==> src/rtl/nearest_hit_resolver.sv <==
// Gathers one tagged intersection result per AABB lane, checks that the tags agree,
// and presents the nearest hit (smallest signed tmin) as one pixel per ray.
//
// state   | meaning
// COLLECT | accepting lane results until every holding register is full
// RESOLVE | one cycle: tag check, then register the reduction or discard the group
// OUTPUT  | resolved pixel presented, waiting for out_ready
module nearest_hit_resolver #(
   parameter int                    OBJECT_COUNT = 3,
   parameter int                    WIDTH        = 16,
   parameter int                    TAG_SIZE     = 16,
   parameter logic [WIDTH-1:0]      MAX          = 'h7FFF,
   parameter logic [23:0]           BG_COLOR     = 24'h000000,
   parameter int                    PIXEL_COUNT  = 4096
) (
   input  logic                               clk,
   input  logic                               reset,
   input  logic [OBJECT_COUNT-1:0]            lane_valid,
   output logic [OBJECT_COUNT-1:0]            lane_ready,
   input  logic [OBJECT_COUNT*TAG_SIZE-1:0]   lane_tag,
   input  logic [OBJECT_COUNT-1:0]            lane_hit,
   input  logic [OBJECT_COUNT*WIDTH-1:0]      lane_tmin,
   input  logic [OBJECT_COUNT*24-1:0]         lane_color,
   output logic                               out_valid,
   input  logic                               out_ready,
   output logic [TAG_SIZE-1:0]                out_tag,
   output logic                               out_hit,
   output logic [WIDTH-1:0]                   out_tmin,
   output logic [23:0]                        out_color,
   output logic [$clog2(OBJECT_COUNT):0]      out_obj,
   output logic [$clog2(PIXEL_COUNT)-1:0]     pixel_index,
   output logic                               frame_done,
   output logic                               tag_error
);

   localparam int OW = $clog2(OBJECT_COUNT) + 1;
   localparam int PW = $clog2(PIXEL_COUNT);

   typedef enum logic [1:0] {COLLECT, RESOLVE, OUTPUT} state_t;
   state_t state;

   logic [OBJECT_COUNT-1:0] full;
   logic [OBJECT_COUNT-1:0] accept;
   logic [TAG_SIZE-1:0]     hold_tag   [OBJECT_COUNT];
   logic                    hold_hit   [OBJECT_COUNT];
   logic [WIDTH-1:0]        hold_tmin  [OBJECT_COUNT];
   logic [23:0]             hold_color [OBJECT_COUNT];

   logic             red_hit;
   logic [WIDTH-1:0] red_tmin;
   logic [23:0]      red_color;
   logic [OW-1:0]    red_obj;
   logic             tag_mismatch;

   assign lane_ready = ~full & {OBJECT_COUNT{state == COLLECT}};
   assign accept     = lane_valid & lane_ready;

   // Strict less-than keeps the lowest lane index on equal tmin.
   always_comb begin
      red_hit      = 1'b0;
      red_tmin     = MAX;
      red_color    = BG_COLOR;
      red_obj      = '0;
      tag_mismatch = 1'b0;
      for (int i = 0; i < OBJECT_COUNT; i++) begin
         if (hold_hit[i] && (!red_hit || ($signed(hold_tmin[i]) < $signed(red_tmin)))) begin
            red_hit   = 1'b1;
            red_tmin  = hold_tmin[i];
            red_color = hold_color[i];
            red_obj   = OW'(i);
         end
         if (hold_tag[i] != hold_tag[0])
            tag_mismatch = 1'b1;
      end
   end

   always_ff @(posedge clk) begin
      if (reset) begin
         state       <= COLLECT;
         full        <= '0;
         out_valid   <= 1'b0;
         out_hit     <= 1'b0;
         out_tmin    <= MAX;
         out_color   <= BG_COLOR;
         out_tag     <= '0;
         out_obj     <= '0;
         pixel_index <= '0;
         frame_done  <= 1'b0;
         tag_error   <= 1'b0;
         for (int i = 0; i < OBJECT_COUNT; i++) begin
            hold_tag[i]   <= '0;
            hold_hit[i]   <= 1'b0;
            hold_tmin[i]  <= '0;
            hold_color[i] <= '0;
         end
      end else begin
         frame_done <= 1'b0;
         case (state)
            COLLECT: begin
               for (int i = 0; i < OBJECT_COUNT; i++) begin
                  if (accept[i]) begin
                     full[i]       <= 1'b1;
                     hold_tag[i]   <= lane_tag[i*TAG_SIZE +: TAG_SIZE];
                     hold_hit[i]   <= lane_hit[i];
                     hold_tmin[i]  <= lane_tmin[i*WIDTH +: WIDTH];
                     hold_color[i] <= lane_color[i*24 +: 24];
                  end
               end
               // Count same-edge captures so RESOLVE follows the last accept directly.
               if (&(full | accept))
                  state <= RESOLVE;
            end
            RESOLVE: begin
               if (tag_mismatch) begin
                  tag_error <= 1'b1;
                  full      <= '0;
                  state     <= COLLECT;
               end else begin
                  out_valid <= 1'b1;
                  out_hit   <= red_hit;
                  out_tmin  <= red_tmin;
                  out_color <= red_color;
                  out_obj   <= red_obj;
                  out_tag   <= hold_tag[0];
                  state     <= OUTPUT;
               end
            end
            OUTPUT: begin
               if (out_ready) begin
                  out_valid <= 1'b0;
                  full      <= '0;
                  state     <= COLLECT;
                  if (pixel_index == PW'(PIXEL_COUNT - 1)) begin
                     pixel_index <= '0;
                     frame_done  <= 1'b1;
                  end else begin
                     pixel_index <= pixel_index + 1'b1;
                  end
               end
            end
            default: state <= COLLECT;
         endcase
      end
   end

endmodule
==> config.mk <==
export PLATFORM = sky130hd
export DESIGN_NAME = nearest_hit_resolver
export DESIGN_NICKNAME = d
export VERILOG_FILES = /design/src/rtl/nearest_hit_resolver.sv
export SDC_FILE = /design/constraint.sdc
export NUM_CORES = 1
export LEC_CHECK = 0
export CAP_MARGIN = 20
export CORE_ASPECT_RATIO = 1.75
export CORE_MARGIN = 5
export CORE_UTILIZATION = 50
export CTS_BUF_LIST = sky130_fd_sc_hd__clkbuf_8 sky130_fd_sc_hd__clkbuf_16
export DETAILED_ROUTE_END_ITERATION = 6
export PLACE_DENSITY = 0.78
export SYNTH_ARGS = -nofsm -noshare
export SYNTH_HDL_FRONTEND = slang
export SYNTH_SLANG_ARGS = --single-unit
==> constraint.sdc <==
create_clock -name clk -period 5.3 [get_ports clk]
set_input_delay 1.06 -clock clk [delete_from_list [all_inputs] [get_ports clk]]
set_output_delay 1.06 -clock clk [all_outputs]
set_load 0.01 [all_outputs]
# Word level (Yosys, flattened, before mapping)

Memories as Yosys holds them, arrays and structs flattened.
Cells that the tools add are included.

Div/mod/pow operators: 0
Shift-type cells: 0
Bitwise operators: 19
Reductions and logical operators: 19
Multipliers: 0
Add/sub/neg operators: 1
Equal/unequal tests: 12
Magnitude comparators: 2
Muxes and demuxes: 54

Operator list:

| operator                | count |
|---|---|
| $mux W16                | 9 |
| $mux W24                | 6 |
| $lt A16 B16 Y1          | 2 |
| $ne A16 B16 Y1          | 2 |
| $mux W1                 | 29 |
| $add A12 B1 Y12 const B | 1 |
| $eq A12 B12 Y1 const B  | 1 |
| $mux W12                | 1 |
| $ne A2 B2 Y1 const B    | 6 |
| $or A1 B1 Y1            | 12 |
| $reduce_and A4 Y1       | 3 |
| $mux W3                 | 3 |
| $pmux W3 S3             | 1 |
| $reduce_and A2 Y1       | 4 |
| $and A3 B3 Y3           | 2 |
| $mux W2                 | 3 |
| $pmux W2 S3             | 1 |
| $reduce_and A3 Y1       | 2 |
| $not A1 Y1              | 3 |
| $not A3 Y3              | 1 |
| $or A3 B3 Y3            | 1 |
| $reduce_bool A3 Y1      | 1 |
| $reduce_or A3 Y1        | 1 |
| $eq A2 B1 Y1 const B    | 1 |
| other kinds (8)         | 11 |

Logic and storage cells: 124
Bits of input ports: 177
Memory bits (writable): 171
Output and inout bits: 78
Bits in read-only memories: 0
Register bits after elaboration: 80
Latch bits: 0
Memories kept: 4

Memories:

| memory     | words | width | rd ports | clocked after Yosys merged registers in | wr ports | line | source |
|---|---|---|---|---|---|---|---|
| hold_color | 3     | 24    | 3        | 0                                       | 3        | 47   | `logic [23:0] hold_color [OBJECT_COUNT];` |
| hold_tag   | 3     | 16    | 3        | 0                                       | 3        | 44   | `logic [TAG_SIZE-1:0] hold_tag [OBJECT_COUNT];` |
| hold_tmin  | 3     | 16    | 3        | 0                                       | 3        | 46   | `logic [WIDTH-1:0] hold_tmin [OBJECT_COUNT];` |
| hold_hit   | 3     | 1     | 3        | 0                                       | 3        | 45   | `logic hold_hit [OBJECT_COUNT];` |

# Longest topological paths before layout

Gate-level depths: netlist of run 1.
An unclocked memory read counts as a cell.

Word-level depth: 10
Gate-level depth with buffers: 25
Mapped depth without buffers: 20

# Least setup slack after synthesis of run 1

No wires, ideal clock.

Path kind: reg-to-reg
From: memory hold_hit[0][0]
To: register out_tmin[15]
Data required time: 5.178 ns
Stages on the path, launching flop included: 26
Slack: 0.415 ns
Library setup time: 0.122 ns
Clock period less this slack: 4.885 ns
Arrival: 4.763 ns
Buffers on the path: 5
Cells stage by stage: edfxtp_1 -> inv_1 -> clkbuf_1 -> nor2_1 -> ha_1 -> and4_1 -> and3_1 -> o2111ai_1 -> a21o_1 -> o2111a_1 -> buf_6 -> or2_1 -> buf_4 -> buf_6 -> a21oi_2 -> ha_1 -> a21oi_1 -> nand2_1 -> a221oi_1 -> o211ai_1 -> nor4_2 -> o311ai_1 -> o21ai_4 -> buf_6 -> nor2_2 -> a221o_1

RTL lines:

| element                | line | source |
|---|---|---|
| start: declaration     | 45   |  |
| end signal: assignment | 121  | `out_tmin <= red_tmin;` |
| end: declaration       | 28   | `output logic [WIDTH-1:0] out_tmin,` |

==> flow_metrics.py, run 1 <==
metrics = {
    "cts": {
        "ctsHtreeMaxLevel": 1,
        "cts_buffers": 24,
        "worstSkewPairLatency_ns": 0.52,
        "clkSinkCount": 250,
        "cts-root-buf": "clkbuf_16",
        "path_clk_slew_ns": 0.06,
        "cts_buffer_depth": 3,
        "cts_tree": "done",
    },
    "drt": {
        "dr.pass1.iters": 5,
        "routed_wl_um": 29600,
        "post_drt_wl_per_cell_um": 19.5,
        "drtIter0Drc": 460,
        "via_count": 8292,
        "vias_per_cell": 5.46,
        "drtAntennaViolNets": 0,
        "drc_errors": 0,
    },
    "finish": {
        "nNetsFinal": 1409,
        "fin_area_um2": 14700,
        "fillCellCount": 1732,
        "syn2layout_area_growth_pct": 32.9,
        "drive_gt1_frac": 0.105,
        "post-route-util": 0.670,
        "stdcell_count": 1518,
    },
    "place": {
        "dp_hpwl_um": 21500,
        "dp_cells": 1461,
        "place.port_buffers": 253,
        "place_congestion": 0.908,
        "placed_cell_area_um2": 13900,
    },
    "global_route": {
        "gr-usage-all-layers": 0.230,
        "grt_pass1_vias": 8486,
        "antenna_found_initial": 7,
        "grt_max_degree": 71,
        "grt_first_pass_wirelength_um": 44900,
        "grt.overflow.total": 0,
    },
    "yosys": {
        "async_reset_ff_frac": 0,
        "synthTopCellsByArea": "edfxtp_1, dfxtp_1, and2_1, ha_1, nand2_1",
        "synth-simple-area-share": 0.207,
        "ys_types": 60,
        "ys_warn_count": 0,
        "synth_xor_area_frac": 0.00711,
        "synth_seq_cells": 250,
        "synth_fa_ha_area_frac": 0.0373,
        "yosysMostFrequentCell": "and2_1",
        "synth_ff_type": "edfxtp_1",
        "syn-num-nets": 1156,
        "synth_top_family_by_area": "simple AND/OR/NAND/NOR gates",
        "synth_top_area_cell": "edfxtp_1",
        "synth-compound-area-share": 0.115,
        "synth_top_area_frac": 0.463,
        "syn_area_um2": 11100,
        "synth_edf_count": 171,
        "ys_top_cells_by_count": "and2_1, edfxtp_1, nand2_1, dfxtp_1, nor2_1",
        "synthMuxAreaShare": 0.00181,
        "synthCells": 946,
        "syn_area_per_cell_um2": 11.7,
        "seq_area_frac_synth": 0.606,
    },
    "timing": {
        "period_share": 0.952,
        "slew_violations": 0,
        "fin_crit_ns": 5.04,
        "setup_viol": 0,
        "relSlewSlack": 0.320,
        "worst_pin_slew_ns": 1.02,
        "fmax_ghz": 0.198,
        "hold_viol": 0,
        "fin_skew_ns": 0.0140,
        "fin_tns_setup_ns": 0,
    },
    "power_and_ir_drop": {
        "power_frac_comb": 0.157,
        "powerDensity_nw_per_um2": 321,
        "clock_power_share": 0.336,
        "p_leak_uw": 0.00541,
        "p_seq_frac": 0.506,
        "ir_drop_mv": 0.329,
        "p_total_uw": 4720,
        "p_sw_uw": 1210,
        "intPower_uw": 3510,
        "power.share.switching": 0.257,
    },
    "floorplan": {
        "ios": 255,
        "start_util": 0.504,
        "core.rowCount": 72,
        "die_area_um2": 25400,
        "die_h_um": 207,
        "core_area_um2": 22000,
        "die_w_um": 123,
    },
    "hold_path": {
        "hold_path_class": "reg -> reg",
    },
    "critical_path": {
        "reg2reg_slack_ns": 0.26,
        "crit_fanout": 25,
        "critPathLaunchType": "register",
        "crit_required_ns": 5.70,
        "crit_arrival_ns": 5.44,
        "crit_path_end_kind": "register",
        "critical_path_class": "reg -> reg",
    },
    "run": {
        "maxCapViolCount": 0,
    },
    "status": {
        "status": "finished clean",
    },
}
## power by group through the flow
stage	Combinational (uW)	Clock (uW)	Sequential (uW)
finish	742	1590	2390
global route	817	1700	2410
CTS	731	1620	2390
detailed placement	722	0	2430
global placement	702	0	2430
floorplan	432	0	2400
## cells in the final DEF, fill, tap and decap left out, drive strengths merged, types with 3 or more instances in the layout
| cell | count |
|---|---|
| diode | 6 |
| nand4 | 9 |
| buf | 24 |
| dfxtp | 79 |
| and2 | 174 |
| o22ai | 9 |
| o21a | 7 |
| nand2 | 94 |
| clkbuf | 26 |
| nor4 | 5 |
| clkdlybuf4s50 | 252 |
| and3 | 18 |
| nand2b | 7 |
| o221a | 14 |
| nand3 | 29 |
| ha | 33 |
| inv | 8 |
| o2111ai | 3 |
| or2 | 3 |
| o211ai | 3 |
| nor3 | 37 |
| clkinv | 12 |
| a21oi | 72 |
| a221o | 25 |
| nor2 | 43 |
| xor2 | 8 |
| o21ai | 12 |
| edfxtp | 171 |
| nor2b | 3 |
| clkinvlp | 6 |
## per-layer routing
metal	GRT usage	wire, um
met1	0.238	10100
met2	0.434	16200
met3	0.0444	1870
met4	0.112	1420
met5	0	12
## critical path: stages (launching register included)
cell	delay [ns]
edfxtp_1	0.39
buf_4	0.15
buf_4	0.11
nand2_1	0.09
ha_1	0.35
and4_1	0.23
and3_1	0.16
o2111ai_1	0.10
a21o_1	0.22
o2111a_1	0.17
or2_4	0.36
a21oi_2	0.19
ha_1	0.27
a21oi_1	0.15
nand2_1	0.08
a221oi_2	0.36
o211ai_1	0.20
nor4_2	0.35
o311ai_2	0.23
o21ai_4	0.19
buf_12	0.23
a21oi_1	0.08
a221o_1	0.27
## state kept, by name, indices dropped and copies added, names as in the netlist, 3 cells and up
register and flops:
pixel_index 12, hold_tmin 48, full 3, hold_hit 3, hold_color 72, out_tmin 16, hold_tag 48, out_color 24
out_tag 16
## stage by stage
step                setup slack (ns)  hold slack, ns
floorplan                      0.415           0.440
global placement             -0.0700           0.442
detailed placement            -0.159           0.447
CTS                           0.0509           0.455
global route                 -0.0346           0.468
finish                         0.256           0.454
## path summary, 6_finish.rpt
check / startpoint / depth (start not counted) / endpoint
setup / recovery: hold_hit[0][0]$_SDFFCE_PP0P_ / 22 / out_color[15]$_SDFFE_PP0P_
hold / removal: out_tag[3]$_SDFFE_PP0P_ / 2 / out_tag[3]$_SDFFE_PP0P_
hold reg to reg: out_tag[3]$_SDFFE_PP0P_ / 2 / out_tag[3]$_SDFFE_PP0P_
setup reg to reg: hold_hit[0][0]$_SDFFCE_PP0P_ / 22 / out_color[15]$_SDFFE_PP0P_
## area by class of cell
cell class | count | area [um2] | share of cell area
Timing Repair inverter | 1 | 7.51 | 0.000510
Sequential cell | 250 | 6720 | 0.456
Clock inverter | 17 | 87.6 | 0.00595
Clock buffer | 26 | 639 | 0.0434
Timing Repair Buffer | 276 | 2720 | 0.185
Inverter | 8 | 33.8 | 0.00229
Tap cell | 296 | 370 | 0.0252
Multi-Input combinational cell | 638 | 4130 | 0.280
Antenna cell | 6 | 15.0 | 0.00102
## logic make-up (layout without fill, tap and decap cells)
| logic type | count (synthesis) | after routing |
|---|---|---|
| and+or+nand+nor | 430 | 430 |
| buffers and inverters | 58 | 328 |
| AOI/OAI and AO/OA | 163 | 163 |
| other | 1 | 7 |
| xor gates and xnor gates | 9 | 9 |
| muxes | 2 | 2 |
| adders and majority gates | 33 | 33 |
| DFF | 250 | 250 |
## repair_timing
action / in CTS / in global routing
pin swaps: 0 / 1
setup endpoints to repair: 39 / 39
gates cloned: 0 / 1
setup buffers: 0 / 7
gates resized for setup: 2 / 7
hold buffers: 0 / 0
Power figures use the tool's default switching activity.
==> inputs of run 2 (changes only) <==
Settings changed: PLACE_DENSITY 0.78 to 0.8.
==> run 2 against run 1 <==
Against the previous run: design area grew 1.6%; sequential share of layout area shrank 0.74 points; worst setup slack lost 0.029 ns; combinational power grew 3.2%; clock skew shrank 0.0030 ns; sequential cell count is the same; global-route usage shrank 0.39 points; critical path type unchanged; highest routed layer is now met4.
==> flow_metrics.py, run 2 (synthesized netlist as in run 1, its figures left out) <==
metrics = {
    "finish": {
        "drive_gt1_frac": 0.119,
        "top_regs": "hold_color (72), hold_tag (48), hold_tmin (48)",
        "final_cell_mix": "clkdlybuf4s50_1, and2_1, edfxtp_1",
        "largest-register": "hold_color",
        "final_common_cell": "clkdlybuf4s50_1",
        "nNetsFinal": 1420,
        "post-route-util": 0.681,
        "fillCellCount": 1675,
        "largest_reg_flops": 72,
        "syn2layout_area_growth_pct": 35.0,
    },
    "floorplan": {
        "core_area_um2": 22000,
        "start_util": 0.504,
        "core.rowCount": 72,
        "die_w_um": 123,
        "die_h_um": 207,
        "ios": 255,
        "die_area_um2": 25400,
    },
    "power_and_ir_drop": {
        "ir_drop_mv": 0.251,
        "powerDensity_nw_per_um2": 324,
        "p_total_uw": 4850,
        "p_leak_uw": 0.00555,
    },
    "cts": {
        "ctsHtreeMaxLevel": 1,
        "path_clk_slew_ns": 0.06,
        "cts_tree": "done",
        "clkSinkCount": 250,
        "hold_buffers": 0,
        "worstSkewPairLatency_ns": 0.50,
        "cts_buffers": 23,
        "cts_buffer_depth": 3,
        "cts-root-buf": "clkbuf_16",
    },
    "critical_path": {
        "r2r_start": "hold_hit[0][0]$_SDFFCE_PP0P_",
        "crit_arrival_ns": 5.46,
        "cp-endpoint": "out_color[19]$_SDFFE_PP0P_",
        "critical_path_class": "reg -> reg",
        "crit_fanout": 13,
        "r2r_end": "out_color[19]$_SDFFE_PP0P_",
        "crit_path_end_kind": "register",
        "r2r_cells": 23,
        "critPathLaunchType": "register",
        "reg2reg_slack_ns": 0.23,
        "crit_required_ns": 5.68,
        "crit_path_start": "hold_hit[0][0]$_SDFFCE_PP0P_",
    },
    "timing": {
        "fin_skew_ns": 0.0110,
        "hold_viol": 0,
        "fmax_ghz": 0.197,
        "fin_tns_setup_ns": 0,
        "relSlewSlack": 0.208,
        "slew_violations": 0,
        "period_share": 0.957,
        "hold_ws_ns": 0.458,
        "fin_crit_ns": 5.07,
        "setup_viol": 0,
        "worst_pin_slew_ns": 1.19,
        "layout_setup_ws_ns": 0.227,
    },
    "global_route": {
        "grt_pass1_vias": 8544,
        "gr-usage-all-layers": 0.226,
        "antenna_found_initial": 4,
        "grt_max_degree": 53,
        "grt_first_pass_wirelength_um": 44000,
        "grt.overflow.total": 0,
    },
    "drt": {
        "drc_errors": 0,
        "dr.pass1.iters": 5,
        "vias_per_cell": 5.41,
        "via_count": 8258,
        "drtIter0Drc": 462,
        "drtAntennaViolNets": 0,
        "post_drt_wl_per_cell_um": 19.8,
        "routed_wl_um": 30200,
    },
    "status": {
        "status": "finished clean",
    },
    "run": {
        "maxCapViolCount": 0,
    },
    "hold_path": {
        "hold_path_class": "reg -> reg",
    },
    "place": {
        "post-place-ws_ns": -0.0388,
        "place.port_buffers": 253,
        "place_congestion": 0.891,
        "dp_hpwl_um": 21300,
    },
}
-- run 2: layout make-up --
class | instances | area, um2 | share of cell area
tap | 296 | 370 | 0.0247
clock inverter | 11 | 97.6 | 0.00652
clock buffer | 30 | 683 | 0.0457
antenna | 4 | 10.0 | 0.000669
inverter | 8 | 33.8 | 0.00226
multi-input combinational | 639 | 4170 | 0.279
timing repair buffer | 287 | 2880 | 0.192
timing repair inverter | 1 | 7.51 | 0.000502
sequential | 250 | 6720 | 0.449
-- run 2: worst min-delay path by stage --
| stage | startpoint | to | slack (ns) | cells past startpoint |
|---|---|---|---|---|
| after global placement | out_tag[4]$_SDFFE_PP0P_ | out_tag[4]$_SDFFE_PP0P_ | 0.44 | 2 |
| after detailed placement | out_tag[13]$_SDFFE_PP0P_ | out_tag[13]$_SDFFE_PP0P_ | 0.45 | 2 |
| final | out_tag[6]$_SDFFE_PP0P_ | out_tag[6]$_SDFFE_PP0P_ | 0.46 | 2 |
| after floorplan | full[0]$_SDFFE_PP0P_ | full[0]$_SDFFE_PP0P_ | 0.44 | 2 |
| after global routing | out_tag[6]$_SDFFE_PP0P_ | out_tag[6]$_SDFFE_PP0P_ | 0.47 | 2 |
| after CTS | out_tag[13]$_SDFFE_PP0P_ | out_tag[13]$_SDFFE_PP0P_ | 0.46 | 2 |
-- run 2: where the power goes --
part	internal, uW	switching [uW]
Combinational	357	409
Clock	998	690
Sequential	2300	93.2
-- run 2: repair_timing --
item	CTS	global route
gates cloned	0	5
gates resized for setup	1	20
setup buffers	0	16
setup endpoints to repair	25	39
pin swaps	0	8
-- run 2: worst max-delay path, stage by stage (launching register included) --
cell	delay (ns)
edfxtp_1	0.43
clkinvlp_4	0.15
buf_12	0.15
nor2_2	0.14
ha_1	0.26
a21oi_1	0.13
o21ai_1	0.11
a311oi_1	0.26
a21o_1	0.21
o2111a_2	0.27
buf_8	0.16
nor3_1	0.07
a21oi_2	0.16
ha_1	0.25
and4_1	0.23
a221oi_2	0.31
o211ai_1	0.23
nor4_2	0.40
o311ai_2	0.22
o21ai_4	0.21
buf_12	0.14
clkbuf_16	0.15
a21oi_2	0.04
a221o_1	0.26
-- run 2: stage by stage --
step,cells,instance area [um2]
after floorplan,946,11100
after global placement,1460,13900
after global routing,1526,15000
after detailed placement,1460,13900
final,1526,15000
after CTS,1501,14700
-- run 2: per-layer routing --
metal,vias to the layer above,GRT usage,share of wire
met1,3906,0.230,0.34
met4,0,0.119,0.045
met5,-,0,0
li1,3963,-,-
met2,311,0.425,0.55
met3,78,0.0447,0.066
